==> src/rtl/apo_input_arbiter.sv <==
// Five-port input arbiter: one-entry slot per port, round-robin grant into a single output register.
// Latency 2 cycles min (capture edge, grant edge); in_rdy = ~full, output stalls while out_valid & ~out_ready.
module apo_input_arbiter #(
  parameter int PKT_W = 17,
  parameter int CNT_W = 8
) (
  input  logic             clk,
  input  logic             rst_n,
  input  logic [PKT_W-1:0] in_free,
  input  logic [PKT_W-1:0] in_r1R,
  input  logic [PKT_W-1:0] in_r2R,
  input  logic [PKT_W-1:0] in_r1L,
  input  logic [PKT_W-1:0] in_r2L,
  output logic [4:0]       in_rdy,
  output logic [PKT_W-1:0] out_pkt,
  output logic [2:0]       out_src,
  output logic             out_inph,
  output logic             out_valid,
  input  logic             out_ready,
  output logic [CNT_W-1:0] drop_cnt
);
  localparam int NP = 5;

  logic [PKT_W-1:0] in_pkt [NP];
  logic [PKT_W-1:0] slot   [NP];
  logic [NP-1:0]    full;
  logic [NP-1:0]    in_vld;
  logic [NP-1:0]    drop_vec;
  logic [NP-1:0]    take_vec;
  logic [2:0]       last;
  logic [2:0]       gnt_idx;
  logic [2:0]       cand;
  logic [3:0]       csum;
  logic             gnt_vld;
  logic             load;
  logic [2:0]       drop_inc;
  logic [CNT_W+2:0] drop_sum;
  logic [CNT_W-1:0] drop_nxt;

  assign in_pkt[0] = in_free;
  assign in_pkt[1] = in_r1R;
  assign in_pkt[2] = in_r2R;
  assign in_pkt[3] = in_r1L;
  assign in_pkt[4] = in_r2L;

  for (genvar i = 0; i < NP; i++) begin : g_vld
    assign in_vld[i] = in_pkt[i][PKT_W-1];
  end

  assign in_rdy   = ~full;
  assign drop_vec = in_vld & full;
  assign load     = ~out_valid | out_ready;

  // Search starts one past the last winner so every full slot is served within five loads.
  always_comb begin
    gnt_vld = 1'b0;
    gnt_idx = '0;
    cand    = '0;
    csum    = '0;
    for (int k = 0; k < NP; k++) begin
      csum = {1'b0, last} + 4'(k) + 4'd1;
      cand = 3'(csum % 4'd5);
      if (!gnt_vld && full[cand]) begin
        gnt_vld = 1'b1;
        gnt_idx = cand;
      end
    end
  end

  always_comb begin
    take_vec = '0;
    for (int i = 0; i < NP; i++) begin
      take_vec[i] = load && gnt_vld && (gnt_idx == 3'(i));
    end
  end

  always_comb begin
    drop_inc = '0;
    for (int i = 0; i < NP; i++) begin
      drop_inc = drop_inc + {2'b00, drop_vec[i]};
    end
    drop_sum = {3'b000, drop_cnt} + {{CNT_W{1'b0}}, drop_inc};
    drop_nxt = (drop_sum > {3'b000, {CNT_W{1'b1}}}) ? {CNT_W{1'b1}} : drop_sum[CNT_W-1:0];
  end

  // A slot drained on this edge cannot capture on it; a packet arriving then is dropped.
  always_ff @(posedge clk or negedge rst_n) begin
    if (!rst_n) begin
      full <= '0;
      for (int i = 0; i < NP; i++) slot[i] <= '0;
    end else begin
      for (int i = 0; i < NP; i++) begin
        if (!full[i] && in_vld[i]) begin
          slot[i] <= in_pkt[i];
          full[i] <= 1'b1;
        end else if (take_vec[i]) begin
          full[i] <= 1'b0;
        end
      end
    end
  end

  always_ff @(posedge clk or negedge rst_n) begin
    if (!rst_n) begin
      out_pkt   <= '0;
      out_src   <= '0;
      out_inph  <= 1'b0;
      out_valid <= 1'b0;
      last      <= 3'd4;
    end else if (load) begin
      if (gnt_vld) begin
        out_pkt   <= slot[gnt_idx];
        out_src   <= gnt_idx;
        out_inph  <= (gnt_idx != 3'd0);
        out_valid <= 1'b1;
        last      <= gnt_idx;
      end else begin
        out_pkt   <= '0;
        out_src   <= '0;
        out_inph  <= 1'b0;
        out_valid <= 1'b0;
      end
    end
  end

  always_ff @(posedge clk or negedge rst_n) begin
    if (!rst_n) drop_cnt <= '0;
    else        drop_cnt <= drop_nxt;
  end
endmodule

==> config.mk <==
export PLATFORM = sky130hd
export DESIGN_NAME = apo_input_arbiter
export DESIGN_NICKNAME = d
export VERILOG_FILES = /design/src/rtl/apo_input_arbiter.sv
export SDC_FILE = /design/constraint.sdc
export NUM_CORES = 1
export LEC_CHECK = 0
export BUFFER_PORTS_ARGS = -buffer_cell sky130_fd_sc_hd__buf_2
export CAP_MARGIN = 20
export CELL_PAD_IN_SITES_DETAIL_PLACEMENT = 1
export CELL_PAD_IN_SITES_GLOBAL_PLACEMENT = 2
export CORE_ASPECT_RATIO = 0.5
export CORE_MARGIN = 2
export CORE_UTILIZATION = 33
export DETAILED_ROUTE_END_ITERATION = 16
export PLACE_DENSITY_LB_ADDON = 0.1
export SYNTH_ARGS = -nofsm -noshare
export SYNTH_HDL_FRONTEND = slang
export SYNTH_SLANG_ARGS = --single-unit
==> constraint.sdc <==
create_clock -name clk -period 5.65 [get_ports clk]
set_clock_uncertainty 0.1 [all_clocks]
set_input_delay 0.565 -clock clk [delete_from_list [all_inputs] [get_ports clk]]
set_output_delay 0.565 -clock clk [all_outputs]
set_load 0.01 [all_outputs]
==> flow_summary.toml, run 1 <==
[timing]
finalSetupViolCount = 0
drv_slew = 0
fin_setup_tns_ps = 0
rsz0062_at_grt = "false"
report.final.hold_viol_count = 0
fin_crit_ps = 5310
fin_crit_sh = 0.939
timing.slew.headroom = 0.520
whs_ps = 277
fmax_ghz = 0.188
worstMarginPinSlew_ps = 720

[die]
rows = 38
ios = 123
fp.dieW_um = 215
coreArea_um2 = 21800
start_util = 0.338
die_area_um2 = 23600
die_h_um = 110

[clocking]
cts_tree = "yes"
htreeDepth = 4
clk_path_buf_depth = 2
post_cts_buffers = 0
cts_sinks = 123
cts.clk_slew.worst_paths_ps = 60
clk_latency_ps = 410
numCtsBuffers = 17
clock_tree.root_cell = "clkbuf_16"

[detailed_routing]
vias_per_cell = 5.38
drt_pass1_iterations = 4
antenna_left = 0
routedWlPerCell_um = 20.6
drtIter0Drc = 236
routed_wl_um = 23400
vias = 6106
drc = 0

[placement]
hpwl_um = 16500
dp.cells = 1098
port_buffers = 122
gp_congestion = 0.813

[synth]
ys_top_cells_by_area = "dfrtp_1, mux2_2, mux2i_1"
yosys_warnings = 0
synth_nets = 809
syn_area_um2 = 7370
ys.flop_type = "dfrtp_1"
synth_compound_area_frac = 0.199
synth_simple_gate_area_frac = 0.112
ys_async_sr_fraction = 1.00
seq_area_frac_synth = 0.418
yosys_register_bits = 123
synth.most_common_cell = "dfrtp_1"
synth_area_leader_cell = "dfrtp_1"
synth.top_cell.area_share = 0.414
synth-edff-count = 0
synthMuxAreaShare = 0.170
avgSynthCellArea_um2 = 10.6
synthDistinctLibCells = 78
synth-adder-area-share = 0.0438
synth_top_family_by_area = "compound AO/OA/AOI/OAI gates"
synth-xor-area-share = 0.0183
syn_inst = 697
synth_common_cells = "dfrtp_1, mux2_2, a21oi_1"

[grt]
grt_pass1_vias = 6461
grt_use_met1 = 0.265
busiest_layer = "met2"
grt_pass1_wl_um = 36500
grt_max_degree = 83
antenna_found_initial = 2
track_usage = 0.202
met2_usage = 0.350
gr-usage-met3 = 0.0302
grt_overflow = 0

[finish]
final_layout_size_suffix_gt1_frac = 0.361
fin_cells = 1135
syn2layout_area_growth_pct = 23.0
fillers = 2508
nets = 932

[run_status]
status = "completed"

[worst_setup_path]
cp_max_fo = 23
cp_top_family = "simple AND/OR/NAND/NOR gates"
crit_type = "reg -> reg"
crit_required_ps = 5810
crit_arrival_ps = 5460
start_kind = "register"
slowest_delay_ps = 640
path_cells = "ha_1, xor2_2, ha_1, nand3b_1, mux2i_1, a21oi_1, o32ai_1, or4b_1, nand3_2, nor2_1, a31o_2, nand2_2, buf_12, mux2i_1, o221ai_1"
cp_num_buf_inv = 1
cp_slowest_cell = "o32ai_1"
end_kind = "register"

[hold_path]
hold_path_class = "in -> reg"

[job]
cap_violations = 0
state kept, by name, indices dropped and copies added (netlist names):
name       cells
slot          85
out_inph       1
out_pkt       17
out_src        3
last           3
drop_cnt       8
full           5
out_valid      1
cells by family (layout without fill, tap and decap cells):
family	Yosys count	after routing
AO/OA/AOI/OAI	205	205
XOR/XNOR	12	12
adder cells (fa/ha/maj)	24	24
buffers and inverters	66	202
flip-flops	123	123
multiplexers	114	114
other	0	2
AND/OR/NAND/NOR	153	153
per-stage QoR:
step / utilization / instance area [µm²] / setup slack (ps)
after CTS: 0.413 / 9000 / 335
after floorplan: - / 7370 / 81.2
final: 0.416 / 9060 / 344
after global placement: 0.384 / 8370 / 475
after detailed placement: 0.384 / 8370 / 373
after global routing: 0.416 / 9060 / 4.61
layout by cell type, fill, tap and decap left out, drive strengths merged, types with 9 or more instances in the layout:
cell type / n
mux2i: 31
dfrtp: 122
o21ai: 32
nand2: 25
ha: 21
a211oi: 9
nand3: 17
o211ai: 10
a21oi: 41
buf: 149
a22oi: 19
xnor2: 9
nor2: 29
or2: 9
o221ai: 14
and3: 9
inv: 21
mux2: 82
nor2b: 15
nor3: 11
clkbuf: 18
metal layers:
metal | vias up | part of all wire
met5 | - | 0
met4 | 0 | 0.012
met3 | 22 | 0.024
met2 | 78 | 0.49
met1 | 3120 | 0.48
li1 | 2886 | -
worst paths after layout:
path | startpoint | endpoint | slack (ps) | cells past startpoint
hold / removal | in_r2L[12] | slot[12] | 280 | 2
min in group asynchronous | rst_n | slot[21] | 430 | 2
setup / recovery | last[1] | out_pkt[1] | 340 | 15
hold reg to reg | slot[33] | slot[33] | 370 | 1
max in group asynchronous | rst_n | slot[15] | 3840 | 4
setup reg to reg | last[1] | out_pkt[1] | 340 | 15
repair_timing:
item                                    4_1_cts  5_1_grt
hold buffers                                  0        1
endpoints found under the hold margin         0       10
endpoints found under the setup margin        0        8
gates resized for setup                       0        1
area by class of cell:
type / instances / area (µm²) / area share
tap: 300 / 375 / 0.0414
sequential: 123 / 3080 / 0.340
clock buffer: 18 / 439 / 0.0485
antenna: 2 / 5.00 / 0.000552
timing repair buffer: 150 / 866 / 0.0955
multi-input combinational: 508 / 4030 / 0.445
inverter: 20 / 75.1 / 0.00828
clock inverter: 14 / 195 / 0.0215
Power of run 1 is not shown: default switching activity piles up to over one toggle a cycle in this logic, so the estimate is an artifact.
==> inputs of run 2 (changes only) <==
Settings changed: REMOVE_ABC_BUFFERS from default to 1.
==> run 2 against run 1 <==
  * Via count rose by 0.23%
  * Cell count decreased by 0.44%
  * Fmax is 1.1% higher
  * Hold slack got worse by 88 ps
  * Wire length fell by 0.13%
  * Critical path depth rose by 3
  * Core utilization fell by 0.65 points
  * Non-clock buffer count down 3
  * Sequential share of layout area is 0.54 points higher
  * Register-to-register slack better by 60 ps
  * Critical endpoint unchanged
==> flow_summary.toml, run 2 (same netlist as run 1, synthesis figures left out) <==
[run_status]
status = "completed"

[finish]
largest_register = "slot"
largest_register_ffs = 85
syn2layout_area_growth_pct = 21.1
final_layout_size_suffix_gt1_frac = 0.359
top_regs = "slot: 85 flops, out_pkt: 17 flops, drop_cnt: 8 flops"
most-common-layout-cells = "dfrtp_1, buf_2, mux2_2, a21oi_1, mux2i_1"
layout_commonest_cell = "dfrtp_1"
fin_cells = 1130
nets = 929

[clocking]
cts.clk_slew.worst_paths_ps = 60
clk_path_buf_depth = 2
clk_latency_ps = 420
clock_tree.root_cell = "clkbuf_16"
cts_hold_buf = 0
cts_sinks = 123
cts_tree = "yes"
htreeDepth = 4
numCtsBuffers = 17

[grt]
grt_overflow = 0
grt_max_degree = 78
grt_pass1_wl_um = 36800
antenna_found_initial = 2
track_usage = 0.204
grt_pass1_vias = 6482

[timing]
timing.slew.headroom = 0.339
fin_ws_ps = 401
fin_setup_tns_ps = 0
rsz0062_at_grt = "false"
fmax_ghz = 0.191
finalSetupViolCount = 0
fin_crit_ps = 5250
report.final.hold_viol_count = 0
drv_slew = 0
worstMarginPinSlew_ps = 991
fin_crit_sh = 0.929

[detailed_routing]
drc = 0
highest_layer = "met5"
wl_met2_um = 11000
drt_pass1_iterations = 4
m1WireLength_um = 11300
antenna_left = 0
routedWlPerCell_um = 20.7
vias = 6120
vias_per_cell = 5.42
drtIter0Drc = 334
routed_wl_um = 23400
wl_met3_um = 782

[worst_setup_path]
cp_slowest_cell = "dfstp_2"
start_kind = "register"
path_cells = "inv_1, ha_1, a21oi_1, xnor2_1, o21ai_0, ha_1, nor2b_1, o21bai_2, o21ai_1, a31o_2, and3_1, a41o_1, a211o_1, a31o_2, nand2_2, buf_4, mux2i_1, o221ai_1"
slowest_delay_ps = 770
crit_required_ps = 5830
cp_num_buf_inv = 2
crit_type = "reg -> reg"
end_kind = "register"
cp_top_family = "compound AO/OA/AOI/OAI gates"
rrSetupSlack_ps = 400
reg2reg_depth = 18
crit_arrival_ps = 5420
rr_endpoint = "out_pkt[1]"
cp_max_fo = 18
timing.rr.start = "last[2]"

[placement]
hpwl_um = 16700
dp.cells = 1098
gp_congestion = 0.819
place_ws_ps = 156
port_buffers = 122

[job]
cap_violations = 0

[die]
rows = 38
fp.dieW_um = 215
ios = 123
start_util = 0.338
coreArea_um2 = 21800
die_area_um2 = 23600
die_h_um = 110

[hold_path]
hold_path_class = "in -> async"
[run 2: cell count changes in the layout (fill, tap and decap cells not counted), sizes merged]
cell	delta
dlygate4sd3	-1
clkinvlp	-1
diode	-1
clkbuf	-1
clkinv	+3
inv	+1
bufinv	-3
buf	-2
[run 2: stage by stage]
stage	hold slack, ps	cell area, µm²	util
2_1_floorplan	169	7160	-
3_3_place_gp	351	8360	0.384
5_1_grt	257	8920	0.410
3_5_place_dp	356	8360	0.384
6_report	188	8920	0.410
4_1_cts	236	8910	0.409
[run 2: worst max-delay path by stage]
stage | from | end | slack [ps] | depth (start not counted)
2_1_floorplan | last[0] | out_pkt[12] | -1090 | 17
3_3_place_gp | last[2] | out_pkt[15] | 340 | 16
3_5_place_dp | last[2] | out_pkt[15] | 160 | 16
4_1_cts | last[2] | out_pkt[16] | 110 | 16
5_1_grt | last[0] | full[3] | 100 | 15
6_report | last[2] | out_pkt[1] | 400 | 18
[run 2: what timing repair did]
item / in CTS / in global routing
buffers inserted: 0 / 0
endpoints found under the setup margin: 0 / 15
resized for setup: 0 / 2
[run 2: cell type report]
cell class,count,area [µm²]
fillers,2480,12900
multi-input cells,508,4030
flip-flops and latches,123,3080
repair buffers,147,813
clock buffers,17,425
well taps,300,375
clock inverters,14,125
inverters,20,75.1
diodes,1,2.50
[run 2: per-layer routing]
layer,up-vias,global-route usage
li1,2875,-
met1,3119,0.268
met2,98,0.343
met3,26,0.0385
met4,2,0.0665
met5,-,0
Power of run 2 is left out for the same reason.
==> inputs of run 3 (changes only) <==
Settings changed: CORE_UTILIZATION 33 to 35.
Clock period 5.65 ns to 5.7 ns, I/O delays scaled along.
==> run 3 against run 2 <==
  * First-iteration DRC count decreased by 17%
  * Wire length decreased by 0.11%
  * Sequential share of layout area decreased by 0.33 points
  * Sequential cell count unchanged
  * Worst setup slack improved by 210 ps
  * Via count increased by 1.3%
  * Critical path type unchanged
  * Largest cell class unchanged
==> flow_summary.toml, run 3 (same netlist as run 1, synthesis figures left out) <==
[run_status]
status = "completed"

[worst_setup_path]
crit_type = "reg -> reg"
crit_required_ps = 5870
cp_max_fo = 38
end_kind = "register"
crit_arrival_ps = 5250
start_kind = "register"

[detailed_routing]
drtIter0Drc = 277
vias = 6197
drt_pass1_iterations = 4
routed_wl_um = 23400
antenna_left = 0
vias_per_cell = 5.56
routedWlPerCell_um = 21.0
drc = 0

[grt]
grt_pass1_wl_um = 37200
grt_pass1_vias = 6479
grt_overflow = 0
antenna_found_initial = 4
grt_max_degree = 79
track_usage = 0.216

[job]
cap_violations = 0

[die]
fp.dieW_um = 209
ios = 123
coreArea_um2 = 20600
die_h_um = 107
die_area_um2 = 22300
rows = 37
start_util = 0.358

[finish]
most-common-layout-cells = "dfrtp_1, buf_2, mux2_2, a21oi_1, mux2i_1"
largest_register_ffs = 85
final_layout_size_suffix_gt1_frac = 0.361
top_regs = "slot: 85 flops, out_pkt: 17 flops, drop_cnt: 8 flops"
final_area_um2 = 9010
fillers = 2284
syn2layout_area_growth_pct = 22.2
nets = 937
fin_cells = 1115
largest_register = "slot"
layout_commonest_cell = "dfrtp_1"

[timing]
rsz0062_at_grt = "false"
drv_slew = 0
fin_crit_sh = 0.892
fin_ws_ps = 615
fin_crit_ps = 5090
finalSetupViolCount = 0
worstMarginPinSlew_ps = 609
fmax_ghz = 0.197
timing.slew.headroom = 0.591
report.final.hold_viol_count = 0

[clocking]
clk_path_buf_depth = 2
htreeDepth = 4
numCtsBuffers = 17
cts.clk_slew.worst_paths_ps = 60
cts-resized-gates = 0
clock_tree.root_cell = "clkbuf_16"
cts_tree = "yes"
clk_latency_ps = 410
cts_sinks = 123

[placement]
port_buffers = 122
place_ws_ps = 667
dp.cells = 1076
gp_congestion = 0.826
hpwl_um = 16600
place_area_um2 = 8390

[hold_path]
hold_path_class = "in -> reg"
-- run 3: metal layers --
layer	wire length, µm	GRT usage
met5	16	0
met4	255	0.0469
met3	1090	0.0457
met2	11100	0.357
met1	10900	0.292
-- run 3: path summary, 6_finish.rpt --
check	from	endpoint	slack, ps	cells past startpoint
setup / recovery	last[1]	out_pkt[9]	610	19
hold / removal	in_r1R[1]	slot[52]	290	2
setup reg to reg	last[1]	out_pkt[9]	610	19
hold reg to reg	slot[67]	slot[67]	370	1
max in group asynchronous	rst_n	slot[32]	3830	4
min in group asynchronous	rst_n	slot[58]	430	2
-- run 3: layout make-up --
cell class,count,area (µm²),share of cell area
diodes,5,12.5,0.00139
clock buffers,18,429,0.0476
clock inverters,13,120,0.0133
inverters,20,75.1,0.00833
multi-input cells,508,4020,0.446
flip-flops and latches,123,3080,0.342
well taps,273,342,0.0379
repair buffers,155,928,0.103
-- run 3: repair_timing --
item                      CTS  global route
hold endpoints to repair    0             9
hold buffers                0             1
setup buffers               0             0
-- run 3: per-stage QoR --
stage	util	setup TNS (ps)	hold WS, ps
floorplan	-	-19780	174
finish	0.437	0	286
detailed placement	0.407	0	356
global placement	0.407	0	354
CTS	0.434	0	268
global route	0.437	0	280
-- run 3: critical path, cell delays in order (launching register included) --
cell,delay [ps]
dfrtp_1,490
inv_1,160
ha_1,370
buf_12,240
xnor2_1,140
o21ai_0,190
ha_1,280
nor2b_1,150
o21bai_1,410
o21ai_1,160
buf_4,170
nor4_1,170
a211oi_1,80
a41o_1,300
a211o_1,270
a31o_2,330
nand2_2,300
buf_12,220
mux2i_1,240
o221ai_1,140
Power of run 3 is left out for the same reason.
